--- config.mk ---
export PLATFORM = sky130hd
export DESIGN_NAME = ps2_keyboard_flat
export DESIGN_NICKNAME = d
export VERILOG_FILES = /design/src/rtl/ps2_pkg.sv /design/src/rtl/ps2_keyboard_if.sv /design/src/rtl/ps2_fifo.sv /design/src/rtl/ps2_keyboard.sv /design/src/flat_wrapper.sv
export SDC_FILE = /design/constraint.sdc
export NUM_CORES = 1
export LEC_CHECK = 0
export CAP_MARGIN = 20
export CORE_MARGIN = 10
export CORE_UTILIZATION = 64
export DETAILED_ROUTE_END_ITERATION = 10
export PLACE_DENSITY_LB_ADDON = 0.08
export SYNTH_ARGS = -nofsm -noshare
export SYNTH_HDL_FRONTEND = slang
export SYNTH_HIERARCHICAL = 1
export SYNTH_SLANG_ARGS = --single-unit
--- constraint.sdc ---
create_clock -name clk -period 9.1 [get_ports clk]
set_input_delay 1.365 -clock clk [delete_from_list [all_inputs] [get_ports clk]]
set_output_delay 1.365 -clock clk [all_outputs]
set_load 0.03 [all_outputs]
--- src/rtl/ps2_pkg.sv ---
// Shared definitions for the PS/2 keyboard receiver: frame length and scan-code constants.
package ps2_pkg;

  localparam int PS2_FRAME_BITS = 11;

  typedef logic [7:0] scan_code_t;

  localparam scan_code_t SCAN_BREAK = 8'hF0;
  localparam scan_code_t SCAN_EXT   = 8'hE0;

endpackage

--- src/rtl/ps2_keyboard_if.sv ---
// Consumer-side bus of the keyboard receiver: head-of-queue scan code, pop handshake and overflow flag.
interface ps2_keyboard_if;
  import ps2_pkg::*;

  scan_code_t data;
  logic       ready;
  logic       nextdata_n;
  logic       overflow;

  modport master (output data, output ready, output overflow, input nextdata_n);
  modport slave  (input data, input ready, input overflow, output nextdata_n);

endinterface

--- src/rtl/ps2_fifo.sv ---
// Small circular scan-code queue; one slot is kept free so full and empty stay distinguishable.
module ps2_fifo
  import ps2_pkg::*;
#(
  parameter int DEPTH = 8
) (
  input  logic       clk,
  input  logic       clrn,
  input  logic       push,
  input  logic       pop,
  input  scan_code_t wdata,
  output scan_code_t rdata,
  output logic       full,
  output logic       empty
);

  localparam int PTR_W = $clog2(DEPTH);

  scan_code_t       mem [DEPTH];
  logic [PTR_W-1:0] w_ptr;
  logic [PTR_W-1:0] r_ptr;

  assign full  = (PTR_W'(w_ptr + 1'b1) == r_ptr);
  assign empty = (w_ptr == r_ptr);
  assign rdata = mem[r_ptr];

  always_ff @(posedge clk) begin
    if (!clrn) begin
      w_ptr <= '0;
      r_ptr <= '0;
    end else begin
      if (push && !full) begin
        mem[w_ptr] <= wdata;
        w_ptr      <= w_ptr + 1'b1;
      end
      if (pop && !empty) begin
        r_ptr <= r_ptr + 1'b1;
      end
    end
  end

endmodule

--- src/rtl/ps2_keyboard.sv ---
// PS/2 device-to-host receiver: oversamples the raw lines, deframes 11-bit frames and queues
// good scan codes for a downstream consumer.
module ps2_keyboard
  import ps2_pkg::*;
#(
  parameter int FIFO_DEPTH  = 8,
  parameter int SYNC_STAGES = 3
) (
  input  logic           clk,
  input  logic           clrn,
  input  logic           ps2_clk,
  input  logic           ps2_data,
  ps2_keyboard_if.master bus
);

  logic [SYNC_STAGES-1:0]    clk_sync;
  logic [1:0]                data_sync;
  logic [3:0]                count;
  logic [PS2_FRAME_BITS-2:0] shift;
  logic                      sample;
  logic                      data_bit;
  logic                      last_bit;
  logic                      frame_ok;
  logic                      push;
  logic                      pop;
  logic                      full;
  logic                      empty;

  // Falling edge seen on the two oldest stages; data uses two flops so it lines up with them.
  assign sample   = clk_sync[SYNC_STAGES-1] & ~clk_sync[SYNC_STAGES-2];
  assign data_bit = data_sync[1];
  assign last_bit = (count == 4'(PS2_FRAME_BITS - 1));

  assign frame_ok = ~shift[0] & data_bit & (^shift[PS2_FRAME_BITS-2:1]);
  assign push     = sample & last_bit & frame_ok;
  assign pop      = ~bus.nextdata_n;

  always_ff @(posedge clk) begin
    if (!clrn) begin
      clk_sync  <= '1;
      data_sync <= '1;
    end else begin
      clk_sync  <= {clk_sync[SYNC_STAGES-2:0], ps2_clk};
      data_sync <= {data_sync[0], ps2_data};
    end
  end

  // Stop bit is never stored: it is judged straight off the sampler in the same cycle.
  always_ff @(posedge clk) begin
    if (!clrn) begin
      count <= '0;
    end else if (sample) begin
      if (last_bit) begin
        count <= '0;
      end else begin
        shift[count] <= data_bit;
        count        <= count + 1'b1;
      end
    end
  end

  always_ff @(posedge clk) begin
    if (!clrn) begin
      bus.overflow <= 1'b0;
    end else if (push && full) begin
      bus.overflow <= 1'b1;
    end else if (pop && !empty) begin
      bus.overflow <= 1'b0;
    end
  end

  ps2_fifo #(
    .DEPTH (FIFO_DEPTH)
  ) u_fifo (
    .clk   (clk),
    .clrn  (clrn),
    .push  (push),
    .pop   (pop),
    .wdata (shift[PS2_FRAME_BITS-3:1]),
    .rdata (bus.data),
    .full  (full),
    .empty (empty)
  );

  assign bus.ready = ~empty;

endmodule

--- src/flat_wrapper.sv ---
// flat-port wrapper written by rule: the top's interface ports become plain ports
module ps2_keyboard_flat import ps2_pkg::*;
#(
  parameter int FIFO_DEPTH  = 8,
  parameter int SYNC_STAGES = 3
)
  (clk, clrn, ps2_clk, ps2_data, bus_data, bus_ready, bus_overflow, bus_nextdata_n);
  ps2_keyboard_if bus_i ();
  input  logic clk;
  input  logic clrn;
  input  logic ps2_clk;
  input  logic ps2_data;
  output wire logic [$bits(bus_i.data)-1:0] bus_data;
  output wire logic [$bits(bus_i.ready)-1:0] bus_ready;
  output wire logic [$bits(bus_i.overflow)-1:0] bus_overflow;
  input wire logic [$bits(bus_i.nextdata_n)-1:0] bus_nextdata_n;
  assign bus_data = bus_i.data;
  assign bus_ready = bus_i.ready;
  assign bus_overflow = bus_i.overflow;
  assign bus_i.nextdata_n = bus_nextdata_n;
  ps2_keyboard #(.FIFO_DEPTH(FIFO_DEPTH), .SYNC_STAGES(SYNC_STAGES)) u_core (.clk(clk), .clrn(clrn), .ps2_clk(ps2_clk), .ps2_data(ps2_data), .bus(bus_i));
endmodule
==> out/results.txt, run 1 <==
The maximum level of the CTS H-tree is 3, and the detailed-route vias per instance is 6.07. The tools report the critical path launch point type as a register. Of the total power, registers draw 54.9%. The tools report the number of distinct standard cells referenced by the synthesized netlist as 49. The delay contributed by the slowest stage of the critical path is 0.82 ns, and the utilization of the core after routing is 73.3%. The logs give 0.179 mW for the net switching power and 32.8% for the worst slew slack as a fraction of its limit.

Counting every sink on the clock net gives 93. The final setup slack of the worst path is 5.23 ns, and the share of total power in combinational logic is 8.7%. For the final weighted congestion of routability-driven global placement, the log shows 0.771. For the final database, setup skew stands at 0.00560 ns. At the pin with the least slew margin, the transition time is 1.00 ns. Timing analysis after detailed placement gives a worst setup slack of 5.14 ns. The count of flip-flops with a built-in enable after synthesis is 74.

The HPWL after detailed placement is 4.41 mm. The critical path is of the reg2out type. The tools report the fraction of power consumed by the clock network as 36.4%. The layout overhead on the synthesized area works out to 11.6%. Counting flops and latches in the post-synthesis netlist gives 93. Among all stages on the critical path, the largest delay is contributed by dfxtp_1. The count of instances resized after the clock tree is built was 0; the remaining global-route overflow was 0. Among cell families on the critical path, the largest total delay comes from flip-flops.

For this run, the detailed router's first-pass iteration total came to 4. The number of setup buffers added after CTS is 0. Setup violations remaining at the end of the flow were counted as 0. The switching share of total power was 21.2%. For the worst setup path, the data required time is 7.74 ns. For this run, design rule violations remaining after detail routing come to 0.

The run gives 0 as the number of nets with antenna violations after detailed routing. Row generation in the floorplan step produced 28 rows. The average instance area after synthesis works out to 15.9 µm².

The signal on the critical path passes through mux4_2 -> mux2_2 -> clkdlybuf4s50_1. The worst path uses 42.5% of the clock period. The commonest register cell after synthesis was edfxtp_1. Setup repair after global routing left no endpoint under its margin. The top-area cell type share of the netlist area is 57.1%. The flow ran to the end, and the final reports show no timing, DRC or antenna violations.

Buffers inserted to repair hold after CTS numbered 0. The tools report the sequential cell area fraction in the yosys report as 66.9%. Across all hold checks on the routed design, the worst slack comes to 0.414 ns. edfxtp_1 takes more of the synthesized area than any other cell. For this configuration, the core starts out at a cell density of 65.7%. The number of buffers between clock root and the deepest sink came out at 2. After detailed routing, the total wire length is 6.76 mm.

For the area inside the core boundary, the log shows 5920 µm². The final antenna diode count is 0, and the final net count is 268. The run gives 0.259 GHz as the highest clock rate.

Ranked by instance count, the synthesized netlist is headed by edfxtp_1 (74), dfxtp_1 (19), mux4_2 (16), nand2_1 (13), nor2_1 (13). The max-slew violation count is 0. The clock root buffer was clkbuf_8.

The library cell with the highest instance count after synthesis was edfxtp_1. TritonCTS built the clock tree. The internal portion of the total power is 0.664 mW.

The fraction of layout cells with a size suffix above 1 works out to 18.0%. In this run the cell area of the synthesized design comes to 3890 µm². At the later pin of the worst-skew pair, clock insertion delay measures 0.35 ns. From left edge to right edge, the die measures 98.0 µm.

The die covers 9600 µm². The maximum VDD drop was 0.117 mV; the largest driver fanout on the critical path was 16. For the pin count of the biggest net entering global routing, the log shows 28. Port buffering added 14 buffers.

The areal power density over the cells came out at 194 nW/µm². During synthesis, Yosys emitted a total of 6 warnings. In this run the worst hold path is classified as reg2reg.

In this run, the number of DRC markers left after iteration 0 of detailed routing was 147. The clock-pin slew on the worst setup and hold paths is 0.08 ns, and the share of synthesized flip-flops with an asynchronous set or reset is 0%. For the final routed database, the setup TNS stands at 0 ns. For the finished layout, the period the worst path requires is 3.87 ns. The first global-routing pass estimated 10.5 mm of wire. The count of vias placed by the detailed router was 2071.

In the final routed layout, each cell accounts on average for 19.8 µm. Pin placement for this block handled 15 I/O pins. The final count of hold timing violations is 0.

Synthesis produced 245 cells. Yosys attributes the largest share of cell area to edfxtp_1 (57%), dfxtp_1 (9.8%), mux4_2 (9.3%), mux2_2 (2.3%), xnor2_1 (1.6%). The tools report the max-capacitance violation count as 0. The worst setup path is captured at an output pin. The number of buffer and inverter stages on the critical path is 1, and the global routing usage summed across all routing layers is 14.3%.

The via count of the first global-routing pass is 2021, and the vertical die dimension is 98.0 µm. The leakage power summed over all cells was 1.37 nW. The run gives 9 as the total CTS buffers. Net count after synthesis: 252. The initial antenna violation count is 0.

The data arrival time of the critical path was 2.50 ns.
[area by class of cell]
| cell class | instances | area [µm²] |
|---|---|---|
| clock buffer | 11 | 151 |
| clock inverter | 5 | 81.3 |
| fill | 368 | 1580 |
| inverter | 7 | 26.3 |
| multi-input combinational | 133 | 1200 |
| sequential | 93 | 2600 |
| tap | 75 | 93.8 |
| timing repair buffer | 17 | 183 |
[power by group through the flow]
stage / logic (mW) / clock network (mW) / registers (mW)
2_1_floorplan: 0.0542 / 0 / 0.468
3_3_place_gp: 0.0639 / 0 / 0.477
3_5_place_dp: 0.0652 / 0 / 0.477
4_1_cts: 0.0655 / 0.313 / 0.468
5_1_grt: 0.0775 / 0.330 / 0.464
6_report: 0.0732 / 0.307 / 0.463
[layout by cell type, fill, tap and decap left out, types with 3 or more instances in the layout]
master	count
clkbuf_8	11
nor3_1	7
nand3_1	3
nor2_1	13
dfxtp_1	19
edfxtp_1	74
nand4_1	4
nor2b_1	5
xnor2_1	7
xor2_1	3
mux2_2	8
a31oi_1	3
clkdlybuf4s50_1	14
mux4_2	16
inv_1	7
nand2b_1	9
nand2_1	13
[final timing paths]
kind / start / end / slack [ns] / cells past startpoint
worst min register to register: u_core/data_sync[0]$_SDFF_PN1_ / u_core/data_sync[1]$_SDFF_PN1_ / 0.41 / 1
worst max-delay path: register / bus_data[6] / 5.23 / 3
worst max register to register: u_core/shift[7]$_DFFE_PP_ / u_core/u_fifo/mem[7][4]$_DFFE_PP_ / 5.46 / 6
worst min-delay path: u_core/data_sync[0]$_SDFF_PN1_ / u_core/data_sync[1]$_SDFF_PN1_ / 0.41 / 1
[registers in the layout, indices dropped and copies added, names as in the netlist, named ones only]
name                 cells
u_core/bus.overflow      1
u_core/clk_sync          3
u_core/count             4
u_core/data_sync         2
u_core/shift            10
u_core/u_fifo/mem       64
u_core/u_fifo/r_ptr      3
u_core/u_fifo/w_ptr      3
[per-stage QoR]
stage,total power [mW],area [µm²],cells
finish,0.844,4340,341
CTS,0.846,4310,340
floorplan,0.522,3890,245
detailed placement,0.543,4080,324
global route,0.871,4340,341
global placement,0.541,4080,324
[layer usage]
metal / share of wire (%) / track usage (%) / vias up / routed length [µm]
met5: 0 / 0 / - / 0
met4: 1.7 / 6.94 / 0 / 112
met3: 4.9 / 4.16 / 8 / 332
met2: 50 / 22.8 / 53 / 3380
met1: 43 / 17.3 / 1037 / 2930
li1: - / - / 973 / -
[cells by family after synthesis]
family / share of synthesized area, %
DFF: 66.9
and+or+nand+nor: 9.61
buffers and inverters: 2.44
muxes: 12.1
adders and majority gates: 0.643
AOI/OAI and AO/OA: 4.47
xor gates and xnor gates: 3.86
No activity file was read; power rests on OpenSTA's default activity.
==> inputs of run 2 (changes only) <==
--- a/config.mk
+++ b/config.mk
@@ -7,7 +7,7 @@
 export LEC_CHECK = 0
 export CAP_MARGIN = 20
 export CORE_MARGIN = 10
-export CORE_UTILIZATION = 64
+export CORE_UTILIZATION = 60
 export DETAILED_ROUTE_END_ITERATION = 10
 export PLACE_DENSITY_LB_ADDON = 0.08
 export SYNTH_ARGS = -nofsm -noshare
==> constraint.sdc (replaced) <==
create_clock -name clk -period 3.6 [get_ports clk]
set_input_delay 0.54 -clock clk [delete_from_list [all_inputs] [get_ports clk]]
set_output_delay 0.54 -clock clk [all_outputs]
set_load 0.03 [all_outputs]
==> out/results.txt, run 2 (synthesis results as in run 1) <==
TritonCTS built the clock tree. The clock-pin slew on the worst setup and hold paths works out to 0.09 ns. In the final layout, the registers with the most flip-flops are u_core/u_fifo/mem x64, u_core/shift x10, u_core/count x4. The clock root buffer is clkbuf_8. In the final timing run, aggregate negative setup slack is 0 ns. The run gives 0.00682 ns as the worst setup skew after layout.

The initial antenna violation count came out at 0. In the final routed layout, each cell accounts on average for 18.7 µm. In this run the number of H-tree levels came out at 3. Subtracting the final worst setup slack from the clock period gives 3.11 ns.

The starting utilization of the core area was 61.6%; the final-report setup violation count was 0. Summing all multi-input logic gate instances after layout gives 1190 µm². The number of flip-flops in the largest register is 64. The leading cell type in the layout, fill and taps excluded is edfxtp_1.

At the end of routability-driven placement, the weighted congestion stood at 0.836. In this run the static leakage power is 1.41 nW. In the layout the commonest cells are edfxtp_1 (74), dfxtp_1 (19), mux4_2 (16). The max-slew violation count was 0.

STA classifies the critical path startpoint as a register. The highest metal layer carrying signal wires in the routed design is met4. Gates resized during post-CTS repair numbered 0. Final count of hold timing violations: 0.

In this run the remaining antenna-violating nets after routing total 0. Count of buffers inserted at the top-level ports: 14. The later pin in the worst-skew pair is clocked with a latency of 0.35 ns.

Entering global routing, the biggest net connects 28 pins. Max-cap violations in this run came to 0. Based on the critical path, the design can be clocked at up to 0.322 GHz. The critical path is of the reg2out type. Summed over all layers, the global routing overflow is 0.

The number of hold buffers added after CTS was 0. The via count of the first global-routing pass is 2081, and the width of the chip is 101 µm. Dividing total power by cell area gives a power density of 484 nW/µm². The register with the highest flop count is u_core/u_fifo/mem. The clock passes through at most 2 buffers. The run finished with clean final reports. The sequential cells in the finished layout cover a total of 2600 µm².

Clock sink count: 93. STA classifies the critical path endpoint as an output pin. The worst-case IR drop observed on VDD is 0.283 mV.

The routed layout has 2054 vias. For the required time of the worst setup path, the log shows 3.06 ns. The layout overhead on the synthesized area came out at 12.5%. The number of clock buffers added by TritonCTS is 9. The HPWL reported at the end of detailed placement is 4.25 mm. Dividing the final minimum period by the clock period gives 86.3%. Summed over all nets, wire length on met3 after detailed routing comes to 332 µm. The utilization of the core after routing is 69.4%.

The tightest min-delay check is of the reg2reg type. For this block, wires on met1 add up to 2.96 mm. After detailed routing, the number of vias per cell comes to 5.85. The first global-routing pass estimated 10.8 mm of wire. The detailed router finished its first iteration with 110 violations. The logs give 10100 µm² for the die footprint and 0 for the final antenna diode count.

The floorplan step set the die height to 101 µm. For this run, the post-layout net count is 276. The final layout contains routed wiring with a total length of 6.57 mm.

Wire segments on met2 add up to 3.20 mm in the final route. Setup repair after global routing left no endpoint under its margin. The core region is 6310 µm². The largest driver fanout on the critical path works out to 14. For the length of the first detailed-routing pass in iterations, the log shows 4.

In this run the count of I/O pins placed on the die edge is 15. The number of stages on the worst hold path came out at 1. For this run, the number of standard cells in the final layout without fillers is 351.

Including well taps, the total number of placed cells is 335. The global routing usage summed across all routing layers came out at 14.1%. The count of cells along the worst register-to-register path is 8, and the filler cell count in the final layout is 439. In the final layout, the share of cells above drive strength 1 is 19.3%.

The number of setup buffers added after CTS is 0. In this run the core area contains 29 standard-cell rows. The worst slew slack as a fraction of its limit is 30.4%, and the slew at the pin with the worst max-slew slack is 1.04 ns. STA puts the critical path data arrival time at 2.57 ns. The tools report the DRC violation count after routing as 0.
-- run 2: critical path: stages (launching register included) --
cell and delay (ns):
dfxtp_1 0.38, xnor2_1 0.85, and3_1 0.34, inv_1 0.05, clkdlybuf4s50_1 0.59
-- run 2: worst paths after layout --
kind	slack [ns]	from	to
worst min-delay path	0.41	u_core/data_sync[0]$_SDFF_PN1_	u_core/data_sync[1]$_SDFF_PN1_
worst max register to register	0.97	u_core/shift[3]$_DFFE_PP_	u_core/u_fifo/mem[4][1]$_DFFE_PP_
worst max-delay path	0.49	u_core/u_fifo/w_ptr[0]$_SDFFE_PN0P_	bus_ready
worst min register to register	0.41	u_core/data_sync[0]$_SDFF_PN1_	u_core/data_sync[1]$_SDFF_PN1_
-- run 2: cell type report --
cell class / count / share of cell area [%]
Clock buffer: 13 / 4.37
Clock inverter: 3 / 1.06
Inverter: 7 / 0.600
Multi-Input combinational cell: 133 / 27.3
Sequential cell: 93 / 59.4
Tap cell: 77 / 2.20
Timing Repair Buffer: 25 / 5.09
-- run 2: report_power, final --
group | internal (mW) | leakage, nW | switching [mW] | total, mW
combinational | 0.0870 | 0.475 | 0.0881 | 0.175
clock | 0.427 | 0.117 | 0.348 | 0.776
sequential | 1.15 | 0.817 | 0.0144 | 1.17
total | 1.67 | 1.41 | 0.451 | 2.12
-- run 2: metrics by stage --
stage          cell area, µm²  power (mW)  setup slack [ns]  hold slack (ns)
2_1_floorplan            3890        1.32             0.622            0.386
3_3_place_gp             4140        1.37             0.918            0.398
3_5_place_dp             4140        1.37             0.893            0.394
4_1_cts                  4380        2.13             0.480            0.421
5_1_grt                  4380        2.19             0.318            0.450
6_report                 4380        2.12             0.493            0.415
-- run 2: per-layer routing --
metal  up-vias  global-route usage, %
met4         0                   4.67
met5         -                      0
met1      1009                   17.7
met3         7                   5.01
li1        985                      -
met2        53                   22.5
==> inputs of run 3 (changes only) <==
--- a/config.mk
+++ b/config.mk
@@ -6,10 +6,12 @@
 export NUM_CORES = 1
 export LEC_CHECK = 0
 export CAP_MARGIN = 20
+export CELL_PAD_IN_SITES_DETAIL_PLACEMENT = 0
+export CELL_PAD_IN_SITES_GLOBAL_PLACEMENT = 1
 export CORE_MARGIN = 10
-export CORE_UTILIZATION = 60
+export CORE_UTILIZATION = 51
 export DETAILED_ROUTE_END_ITERATION = 10
-export PLACE_DENSITY_LB_ADDON = 0.08
+export PLACE_DENSITY_LB_ADDON = 0.1
 export SYNTH_ARGS = -nofsm -noshare
 export SYNTH_HDL_FRONTEND = slang
 export SYNTH_HIERARCHICAL = 1
==> out/results.txt, run 3 (synthesis results as in run 1) <==
The flow ran to the end, and the final reports show no timing, DRC or antenna violations. Setup violations remaining at the end of the flow were counted as 0. Among all stages on the critical path, the largest delay is contributed by clkdlybuf4s50_1. The share of the cycle needed by the critical path after routing came out at 82.0%. The final weighted congestion of routability-driven global placement is 0.736. Delay contributed by the slowest stage of the critical path: 0.60 ns.

Relative to the synthesized area, the layout overhead comes to 13.2%. The register with the most flip-flops in the layout has 64 of them. Adding up every negative setup slack in the final design gives 0 ns.

The initial antenna violation count is 0, and the area inside the core boundary is 7330 µm². Remaining global-route overflow: 0. The launch point of the worst reg-to-reg path is u_core/shift[3]$_DFFE_PP_.

The die footprint is 11500 µm², and the utilization of the core after routing is 60.1%. For met2 alone, demand over resource in global routing was 19.9%. The number of antenna diodes in the final layout is 0. TritonCTS built the clock tree. The tools report the final count of hold timing violations as 0. The vertical die dimension is 107 µm, and the number of top-level design ports is 15. In this run the number of H-tree levels came out at 3. The tools report the pin count of the biggest net entering global routing as 28.

For the total wirelength of the detailed-routed design, the log shows 6.72 mm. In this run, the number of DRC markers left after iteration 0 of detailed routing was 67. The count of vias placed by the detailed router was 2085.

Once placement completed, the tool counted placed cells totaling 359. The logs give 0.229 mV for the maximum VDD drop and 9 for the total CTS buffers. After layout, the minimum clock period comes to 2.95 ns.

Walking the worst path, the cells encountered are buf_4 -> mux4_2 -> mux2_2 -> clkdlybuf4s50_1. At the end of the flow, the number of nets in the layout was 278. The final setup slack of the worst path came out at 0.648 ns.

In this run the tightest slew margin relative to its limit is 51.9%. Counting along the longest clock path gives a buffer depth of 2. The register with the highest flop count was u_core/u_fifo/mem.

In this run the most critical hold path is launched from u_core/data_sync[0]$_SDFF_PN1_. The run gives 0 as the number of hold-repair buffers added at the cts stage. Busiest metal layer after global routing: met2. STA classifies the critical path endpoint as an output pin. Clock tree synthesis found a total of 93 sinks. In the final layout, the share of cells above drive strength 1 is 19.9%. Worst setup skew after layout: 0.0124 ns. After layout, the design draws a total of 2.10 mW.

The setup check on the worst reg-to-reg path leaves a slack of 1.00 ns. The width of the chip was 107 µm. Number of nets with antenna violations after detailed routing: 0. The tools report the end of the worst hold path as u_core/data_sync[1]$_SDFF_PN1_. The count of cells along the worst register-to-register path came out at 8.

The run gives 10.9 mm as the first-pass GRT wire length. The count of buffers added by post-CTS timing repair for setup came out at 0. Data on the critical path arrives at its endpoint at 2.41 ns. For the required time of the worst setup path, the log shows 3.06 ns. The largest driver fanout on the critical path is 16, and the max-slew violation count is 0. For the pin with the worst max-slew slack, the measured transition is 0.719 ns. The worst setup path is of the reg2out kind. Power spread over the standard cell area amounts to 476 nW/µm². In this run the critical register-to-register path is captured at u_core/u_fifo/mem[4][4]$_DFFE_PP_. Setup repair after global routing left no endpoint under its margin. At the later pin of the worst-skew pair, clock insertion delay measures 0.35 ns. The wire-length estimate of the detail-placed layout is 4.28 mm. The highest clock rate is 0.339 GHz. For the via count of the first global-routing pass, the log shows 2045. The worst setup path is launched from a register. The worst hold path class is reg2reg.

In this run the core area contains 31 standard-cell rows. The clock-pin slew on the worst setup and hold paths works out to 0.08 ns. In the global route stage, met1 resource usage came out at 15.6%. Leaving out fill and tap cells, the most frequent cells in the layout are edfxtp_1 (74), dfxtp_1 (19), mux4_2 (16).

The family of cells with the greatest summed delay on the critical path is buffers and inverters. The largest registers in the layout are u_core/u_fifo/mem x64, u_core/shift x10, u_core/count x4. The routed length per placed instance works out to 17.9 µm.

The critical path contains buffers and inverters numbering 2 combined. Gates resized during post-CTS repair numbered 0. Using the TritonRoute via totals, the vias-per-cell ratio works out to 5.56. OpenSTA, run right after detailed placement, puts the worst setup slack at 0.983 ns. In the global route stage, overall resource usage came out at 12.4%. Summed over all cells, the static leakage comes to 1.41 nW. For the length of the first detailed-routing pass in iterations, the log shows 4.

The tools report the non-filler instance count after layout as 375. The met3 track demand over resource in global routing was 3.23%; the count of buffers inserted at the top-level ports was 14. Leaving out fill and tap cells, the most frequent cell in the layout is edfxtp_1.

The clock root buffer is clkbuf_8. The number of stages on the worst hold path works out to 1. The logs give 0 for the max-capacitance violation count and 0 for the DRC violation count after routing.

The initial utilization of the core area, before any placement, comes to 53.1%.
run 3: cell count changes in the layout (fill, tap and decap cells not counted):
cell	delta
clkbuf_8	-1
clkinv_4	+1
clkbuf_16	-2
inv_6	+1
bufinv_16	+1
buf_4	+2
run 3: worst reg2reg max path: cells and delay by family (launching register included):
kind	cells	cell delay (ns)
simple gates	2	0.39
xor+xnor	3	0.80
buf+inv	2	0.42
flops	1	0.52
compound gates	1	0.17
run 3: routing by layer:
metal / wire, µm / part of all wire, %
met1: 3030 / 45
met2: 3340 / 50
met3: 256 / 3.8
met4: 86 / 1.3
met5: 0 / 0
run 3: layout make-up:
cell class              count  area, µm²
well taps                  99        124
multi-input cells         133       1190
clock inverters             6       93.8
clock buffers              10        128
flip-flops and latches     93       2600
repair buffers             27        238
inverters                   7       26.3
fillers                   572       2930
run 3: power by group:
| group | switching, mW | internal [mW] |
|---|---|---|
| Clock | 0.355 | 0.398 |
| Sequential | 0.0132 | 1.15 |
| Combinational | 0.0902 | 0.0892 |
| Total | 0.458 | 1.64 |
run 3: worst max-delay path by stage:
stage                                    from                                 to  depth (start not counted)
CTS                                  register                        bus_data[4]                          4
global placement                     register                        bus_data[3]                          4
finish                               register                        bus_data[4]                          4
floorplan           u_core/shift[3]$_DFFE_PP_  u_core/u_fifo/mem[5][0]$_DFFE_PP_                          6
global route                         register                        bus_data[4]                          4
detailed placement                   register                        bus_data[4]                          4
run 3: per-stage QoR:
stage                     hold WS [ns]  area, µm²
after floorplan                  0.386       3890
after global placement           0.391       4180
after detailed placement         0.399       4180
after CTS                        0.425       4410
after global routing             0.443       4410
final                            0.418       4410
